$ cat src/rtl/mem_access_unit.sv
// rtl/mem_access_unit.sv - RV32I load/store unit: lane alignment, byte enables, load extension, timed memory handshake
// Optional define MAU_MISALIGN_TRAP_EN: misaligned half/word accesses trap (code 01) instead of being aligned down.
module mem_access_unit #(
   parameter int unsigned TIMEOUT = 255
) (
   input  logic        clk,
   input  logic        rst,
   input  logic        req_valid,
   output logic        req_ready,
   input  logic        req_write,
   input  logic [2:0]  funct3,
   input  logic [31:0] addr,
   input  logic [31:0] wdata,
   output logic        rsp_valid,
   output logic [31:0] rdata,
   output logic        err,
   output logic [1:0]  err_code,
   output logic        mem_req,
   output logic        mem_we,
   output logic [31:0] mem_addr,
   output logic [31:0] mem_wdata,
   output logic [3:0]  mem_be,
   input  logic        mem_ack,
   input  logic [31:0] mem_rdata
);

   typedef enum logic [1:0] {IDLE, WAIT, RESP} state_t;

   state_t      state_q, state_d;
   logic        req_ready_q, req_ready_d;
   logic        rsp_valid_q, rsp_valid_d;
   logic [31:0] rdata_q, rdata_d;
   logic        err_q, err_d;
   logic [1:0]  err_code_q, err_code_d;
   logic        mem_req_q, mem_req_d;
   logic        mem_we_q, mem_we_d;
   logic [31:0] mem_addr_q, mem_addr_d;
   logic [31:0] mem_wdata_q, mem_wdata_d;
   logic [3:0]  mem_be_q, mem_be_d;
   logic [15:0] wait_cnt_q, wait_cnt_d;
   logic [2:0]  funct3_q, funct3_d;
   logic [1:0]  off_q, off_d;
   logic        write_q, write_d;

   logic        illegal, misaligned, is_half, is_word;
   logic [1:0]  off_acc;
   logic [3:0]  be_acc;
   logic [31:0] wdata_acc;
   logic [31:0] lane, load_ext;

   // Decode of the request presented on the input side, used only at accept.
   always_comb begin
      is_half    = (funct3[1:0] == 2'b01);
      is_word    = (funct3[1:0] == 2'b10);
      illegal    = req_write ? (funct3 > 3'b010)
                             : ((funct3 == 3'b011) || (funct3[2:1] == 2'b11));
      misaligned = 1'b0;
      off_acc    = addr[1:0];
`ifdef MAU_MISALIGN_TRAP_EN
      misaligned = (is_half & addr[0]) | (is_word & (addr[1:0] != 2'b00));
`else
      if (is_half) begin
         off_acc = {addr[1], 1'b0};
      end else if (is_word) begin
         off_acc = 2'b00;
      end
`endif
      case (funct3[1:0])
         2'b00: begin
            be_acc    = 4'b0001 << off_acc;
            wdata_acc = {4{wdata[7:0]}};
         end
         2'b01: begin
            be_acc    = off_acc[1] ? 4'b1100 : 4'b0011;
            wdata_acc = {2{wdata[15:0]}};
         end
         default: begin
            be_acc    = 4'b1111;
            wdata_acc = wdata;
         end
      endcase
   end

   always_comb begin
      lane = mem_rdata >> {off_q, 3'b000};
      case (funct3_q)
         3'b000:  load_ext = {{24{lane[7]}}, lane[7:0]};
         3'b001:  load_ext = {{16{lane[15]}}, lane[15:0]};
         3'b100:  load_ext = {24'd0, lane[7:0]};
         3'b101:  load_ext = {16'd0, lane[15:0]};
         default: load_ext = lane;
      endcase
   end

   always_comb begin
      state_d     = state_q;
      req_ready_d = req_ready_q;
      rsp_valid_d = 1'b0;
      rdata_d     = rdata_q;
      err_d       = err_q;
      err_code_d  = err_code_q;
      mem_req_d   = mem_req_q;
      mem_we_d    = mem_we_q;
      mem_addr_d  = mem_addr_q;
      mem_wdata_d = mem_wdata_q;
      mem_be_d    = mem_be_q;
      wait_cnt_d  = wait_cnt_q;
      funct3_d    = funct3_q;
      off_d       = off_q;
      write_d     = write_q;
      case (state_q)
         IDLE: begin
            if (req_valid && req_ready_q) begin
               funct3_d    = funct3;
               write_d     = req_write;
               off_d       = off_acc;
               wait_cnt_d  = 16'd0;
               req_ready_d = 1'b0;
               if (illegal || misaligned) begin
                  state_d     = RESP;
                  rsp_valid_d = 1'b1;
                  err_d       = 1'b1;
                  err_code_d  = illegal ? 2'b11 : 2'b01;
                  rdata_d     = 32'd0;
               end else begin
                  state_d     = WAIT;
                  mem_req_d   = 1'b1;
                  mem_we_d    = req_write;
                  mem_addr_d  = {addr[31:2], 2'b00};
                  mem_wdata_d = wdata_acc;
                  mem_be_d    = be_acc;
               end
            end
         end
         WAIT: begin
            // An ack arriving in the timeout cycle still completes normally.
            if (mem_ack) begin
               state_d     = RESP;
               mem_req_d   = 1'b0;
               rsp_valid_d = 1'b1;
               err_d       = 1'b0;
               err_code_d  = 2'b00;
               rdata_d     = write_q ? 32'd0 : load_ext;
            end else if (wait_cnt_q == 16'(TIMEOUT - 1)) begin
               state_d     = RESP;
               mem_req_d   = 1'b0;
               rsp_valid_d = 1'b1;
               err_d       = 1'b1;
               err_code_d  = 2'b10;
               rdata_d     = 32'd0;
            end else begin
               wait_cnt_d = wait_cnt_q + 16'd1;
            end
         end
         RESP: begin
            state_d     = IDLE;
            req_ready_d = 1'b1;
         end
         default: begin
            state_d     = IDLE;
            req_ready_d = 1'b1;
         end
      endcase
   end

   always_ff @(posedge clk) begin
      if (rst) begin
         state_q     <= IDLE;
         req_ready_q <= 1'b1;
         rsp_valid_q <= 1'b0;
         rdata_q     <= 32'd0;
         err_q       <= 1'b0;
         err_code_q  <= 2'b00;
         mem_req_q   <= 1'b0;
         mem_we_q    <= 1'b0;
         mem_addr_q  <= 32'd0;
         mem_wdata_q <= 32'd0;
         mem_be_q    <= 4'b0000;
         wait_cnt_q  <= 16'd0;
         funct3_q    <= 3'b000;
         off_q       <= 2'b00;
         write_q     <= 1'b0;
      end else begin
         state_q     <= state_d;
         req_ready_q <= req_ready_d;
         rsp_valid_q <= rsp_valid_d;
         rdata_q     <= rdata_d;
         err_q       <= err_d;
         err_code_q  <= err_code_d;
         mem_req_q   <= mem_req_d;
         mem_we_q    <= mem_we_d;
         mem_addr_q  <= mem_addr_d;
         mem_wdata_q <= mem_wdata_d;
         mem_be_q    <= mem_be_d;
         wait_cnt_q  <= wait_cnt_d;
         funct3_q    <= funct3_d;
         off_q       <= off_d;
         write_q     <= write_d;
      end
   end

   assign req_ready = req_ready_q;
   assign rsp_valid = rsp_valid_q;
   assign rdata     = rdata_q;
   assign err       = err_q;
   assign err_code  = err_code_q;
   assign mem_req   = mem_req_q;
   assign mem_we    = mem_we_q;
   assign mem_addr  = mem_addr_q;
   assign mem_wdata = mem_wdata_q;
   assign mem_be    = mem_be_q;

endmodule

$ cat config.mk
export PLATFORM = sky130hd
export DESIGN_NAME = mem_access_unit
export DESIGN_NICKNAME = d
export VERILOG_FILES = /design/src/rtl/mem_access_unit.sv
export SDC_FILE = /design/constraint.sdc
export NUM_CORES = 1
export LEC_CHECK = 0
export BUFFER_PORTS_ARGS = -buffer_cell sky130_fd_sc_hd__buf_2
export CELL_PAD_IN_SITES_DETAIL_PLACEMENT = 1
export CELL_PAD_IN_SITES_GLOBAL_PLACEMENT = 2
export CORE_MARGIN = 1.5
export CORE_UTILIZATION = 30
export DETAILED_ROUTE_END_ITERATION = 8
export PLACE_DENSITY_LB_ADDON = 0.15
export SKIP_LAST_GASP = 1
export SLEW_MARGIN = 40
export SYNTH_ARGS = -nofsm -noshare
export SYNTH_HDL_FRONTEND = slang
export SYNTH_SLANG_ARGS = --single-unit
$ cat constraint.sdc
create_clock -name clk -period 3.1 [get_ports clk]
set_input_delay 0.62 -clock clk [delete_from_list [all_inputs] [get_ports clk]]
set_output_delay 0.62 -clock clk [all_outputs]
set_load 0.1 [all_outputs]
==> impl_metrics.csv <==
group,metric,value,unit
synthesis,avgSynthCellArea,8.53,µm²
critical_path,crit_family,"compound AO/OA/AOI/OAI gates",
die,start_util,0.306,
clock_tree,postCtsHoldBufs,0,
timing,worst_slew_pin_slew,0.701,ns
route,ant_nets,0,
power_and_ir_drop,combPwrFrac,0.256,
power_and_ir_drop,netSwitchingFraction,0.361,
critical_path,crit_fanout,17,
clock_tree,clock_insertion_delay_worst_skew,0.42,ns
timing,maxSlewViolCount,0,
placed_design,place.gp.congestion,0.804,
timing,setup_tns,0,ns
synthesis,synth_edf_count,0,
final_layout,nFillCells,2399,
route,drtIter0Drc,228,
power_and_ir_drop,sequentialPowerShare,0.341,
power_and_ir_drop,power_switching,1.92,mW
clock_tree,clockRootBuffer,"clkbuf_16",
synthesis,yosys.cell_types.count,55,
min_path,hold_class,"in -> reg",
clock_tree,cts_tree,"built",
die,die_h,144,µm
clock_tree,cts.sinks,128,
timing,rsz0062_at_grt,"false",
final_layout,fin_area,0.00786,mm²
critical_path,max_stage_delay,0.59,ns
clock_tree,postCtsSetupRepairBufs,0,
final_layout,seqCellArea,0.00256,mm²
synthesis,ys_top_cells_by_area,"dfxtp_1 43%, nand2_1 9.8%, a21oi_1 7.3%, mux2i_1 6.8%, a311oi_1 2.8%",
route,wl_per_cell,17.4,µm
synthesis,syn_area,0.00593,mm²
final_layout,multi_input_area,0.00309,mm²
power_and_ir_drop,powerDensity,678,mW/mm²
clock_tree,post_cts_resized,0,
critical_path,crit_chain,"or4_4 -> o41ai_4 -> buf_4 -> buf_4 -> a21oi_1 -> a311oi_1",
timing,max_freq,420,MHz
outcome,outcome,"completed",
final_layout,drive_gt1_frac,0.327,
route,dr.pass1.iters,4,
timing,fin_hold_ws,0.432,ns
synthesis,post-synth-top-area-cell,"dfxtp_1",
placed_design,placed_area,0.00723,mm²
synthesis,synth_top_area_share,0.432,
die,dieArea,0.0206,mm²
timing,hold_viol_final,0,
route,viasPerCell,5.09,
route,post-route-drc-count,0,
die,row_count,51,
critical_path,worstSetupPathType,"reg -> reg",
critical_path,critPathRequiredTime,3.42,ns
synthesis,ys_ff_latch,128,
critical_path,crit_buf_inv,2,
power_and_ir_drop,max-vdd-ir-drop,409,µV
placed_design,hpwl,14800,µm
clock_tree,htreeDepth,4,
critical_path,cp_data_arrival_time,2.70,ns
synthesis,ys.warnings.count,0,
timing,clock_skew,0.00933,ns
synthesis,ys_seq_area_frac,0.432,
clock_tree,clkSlewWorstSetupHoldPaths,0.06,ns
global_route,gr-total-overflow,0,
global_route,grt_antenna_before_repair,4,
placed_design,dpl.cell_count,1131,
final_layout,syn_to_final_growth,32.6,%
global_route,grt_usage,0.201,
global_route,grt_pass1_vias,6172,
critical_path,path_common_cell,"buf_4",
power_and_ir_drop,p_int,3.40,mW
power_and_ir_drop,p_leak,3.22,nW
timing,period_share,0.768,
timing,fin_crit,2.38,ns
synthesis,ys.flop_type,"dfxtp_1",
timing,setup_viol,0,
synthesis,synthArstFlopShare,0,
synthesis,synthCells,695,
clock_tree,clk_path_buf_depth,2,
die,die_w,144,µm
global_route,grt_max_degree,73,
job,drv_cap,0,
timing,slew_headroom,0.531,
placed_design,portBuffers,208,
critical_path,endpoint_kind,"flip-flop",
critical_path,cp_slowest_cell,"or4_4",
clock_tree,cts_buffers,17,
power_and_ir_drop,p_clk_frac,0.403,
final_layout,nets,991,
route,vias,5921,
critical_path,start_kind,"flip-flop",
die,ios,211,
die,coreArea,0.0194,mm²
route,totalWireLength,20300,µm
global_route,grt_pass1_wl,32400,µm
final_layout,fin_cells,1164,
-- cells by family (layout without fill, tap and decap cells) --
logic type,count (synthesis),in the layout,synth area share
and+or+nand+nor,233,233,0.174
AOI/OAI and AO/OA,214,214,0.249
DFF,128,128,0.432
buffers and inverters,67,269,0.0509
muxes,50,50,0.0885
adders and majority gates,2,2,0.00422
other,1,3,0.000633
-- worst register-to-register path, cell delays in order, from the launching register on --
cell and delay, ns:
dfxtp_1 0.37, or4_4 0.59, o41ai_4 0.41, buf_4 0.24, buf_4 0.27, a21oi_1 0.11, a311oi_1 0.28
-- cells in the mapped netlist, drive strengths merged (6+ instances only) --
library cell and n:
nand2 155, dfxtp 128, a21oi 94, clkbuf 40, mux2i 40, o21ai 30, a311oi 27, nor2 26
buf 19, o211ai 18, a211oi 14, nand3 10, mux2 9, or3 8, a22o 7, inv 6
-- sequential cells by signal, indices dropped and copies added, names as in the netlist --
name / cells
req_ready: 1
write_q: 1
rdata: 32
wait_cnt_q: 16
mem_be: 4
err_code: 2
mem_req: 1
mem_addr: 30
rsp_valid: 1
mem_wdata: 32
off_q: 2
funct3_q: 3
mem_we: 1
state_q: 2
-- final timing paths --
kind	from	end	slack, ns	cells after the start
setup / recovery	wait_cnt_q[10]$_SDFFE_PP0P_	rdata[22]$_SDFFE_PP0P_	0.72	6
hold / removal	addr[20]	mem_addr[20]$_SDFFE_PP0P_	0.43	3
setup reg to reg	wait_cnt_q[10]$_SDFFE_PP0P_	rdata[22]$_SDFFE_PP0P_	0.72	6
hold reg to reg	mem_addr[25]$_SDFFE_PP0P_	mem_addr[25]$_SDFFE_PP0P_	0.45	2
-- through the flow --
stage                     utilization  power [mW]  setup slack, ns
after CTS                       0.405        5.38            0.734
after global placement          0.372        3.20            0.736
after global routing            0.405        5.54            0.594
final                           0.405        5.33            0.718
after floorplan                     -        2.92            0.652
after detailed placement        0.372        3.22            0.735
-- routing by layer --
layer  part of all wire  routed length, µm  global-route usage  vias up
li1                   -                  -                   -     2888
met1               0.42               8540               0.232     2847
met2               0.50              10100               0.354      158
met3              0.071               1440              0.0666       22
met4             0.0097                197              0.0564        6
met5             0.0015                 31                   0        -
-- power by group through the flow --
stage	sequential [mW]	combinational [mW]	clock, mW
2_1_floorplan	2.51	0.410	0
3_3_place_gp	1.85	1.35	0
3_5_place_dp	1.85	1.37	0
4_1_cts	1.82	1.37	2.19
5_1_grt	1.83	1.44	2.27
6_report	1.82	1.36	2.15
-- final cells by class --
type                            count  share of cell area
Multi-Input combinational cell    501               0.393
Sequential cell                   128               0.326
Timing Repair Buffer              229               0.154
Clock buffer                       19              0.0564
Tap cell                          265              0.0422
Clock inverter                     13              0.0237
Inverter                            8             0.00382
Antenna cell                        1            0.000318
-- cells in the final DEF (no fill, tap or decap), drive strengths merged, types with 4 or more instances in the layout --
| cell type | netlist | routed |
|---|---|---|
| buf | 19 | 229 |
| nand2 | 155 | 155 |
| dfxtp | 128 | 128 |
| a21oi | 94 | 94 |
| mux2i | 40 | 40 |
| o21ai | 30 | 30 |
| a311oi | 27 | 27 |
| nor2 | 26 | 26 |
| clkbuf | 40 | 19 |
| o211ai | 18 | 18 |
| a211oi | 14 | 14 |
| nand3 | 10 | 10 |
| mux2 | 9 | 9 |
| or3 | 8 | 8 |
| a22o | 7 | 7 |
| inv | 6 | 7 |
| clkinv | 2 | 6 |
| o2111ai | 5 | 5 |
| a2111o | 5 | 5 |
| nor3 | 5 | 5 |
| or4 | 5 | 5 |
| nand2b | 4 | 4 |
| bufinv | 0 | 4 |
| clkinvlp | 0 | 4 |
(Power assumes the default switching activity.)
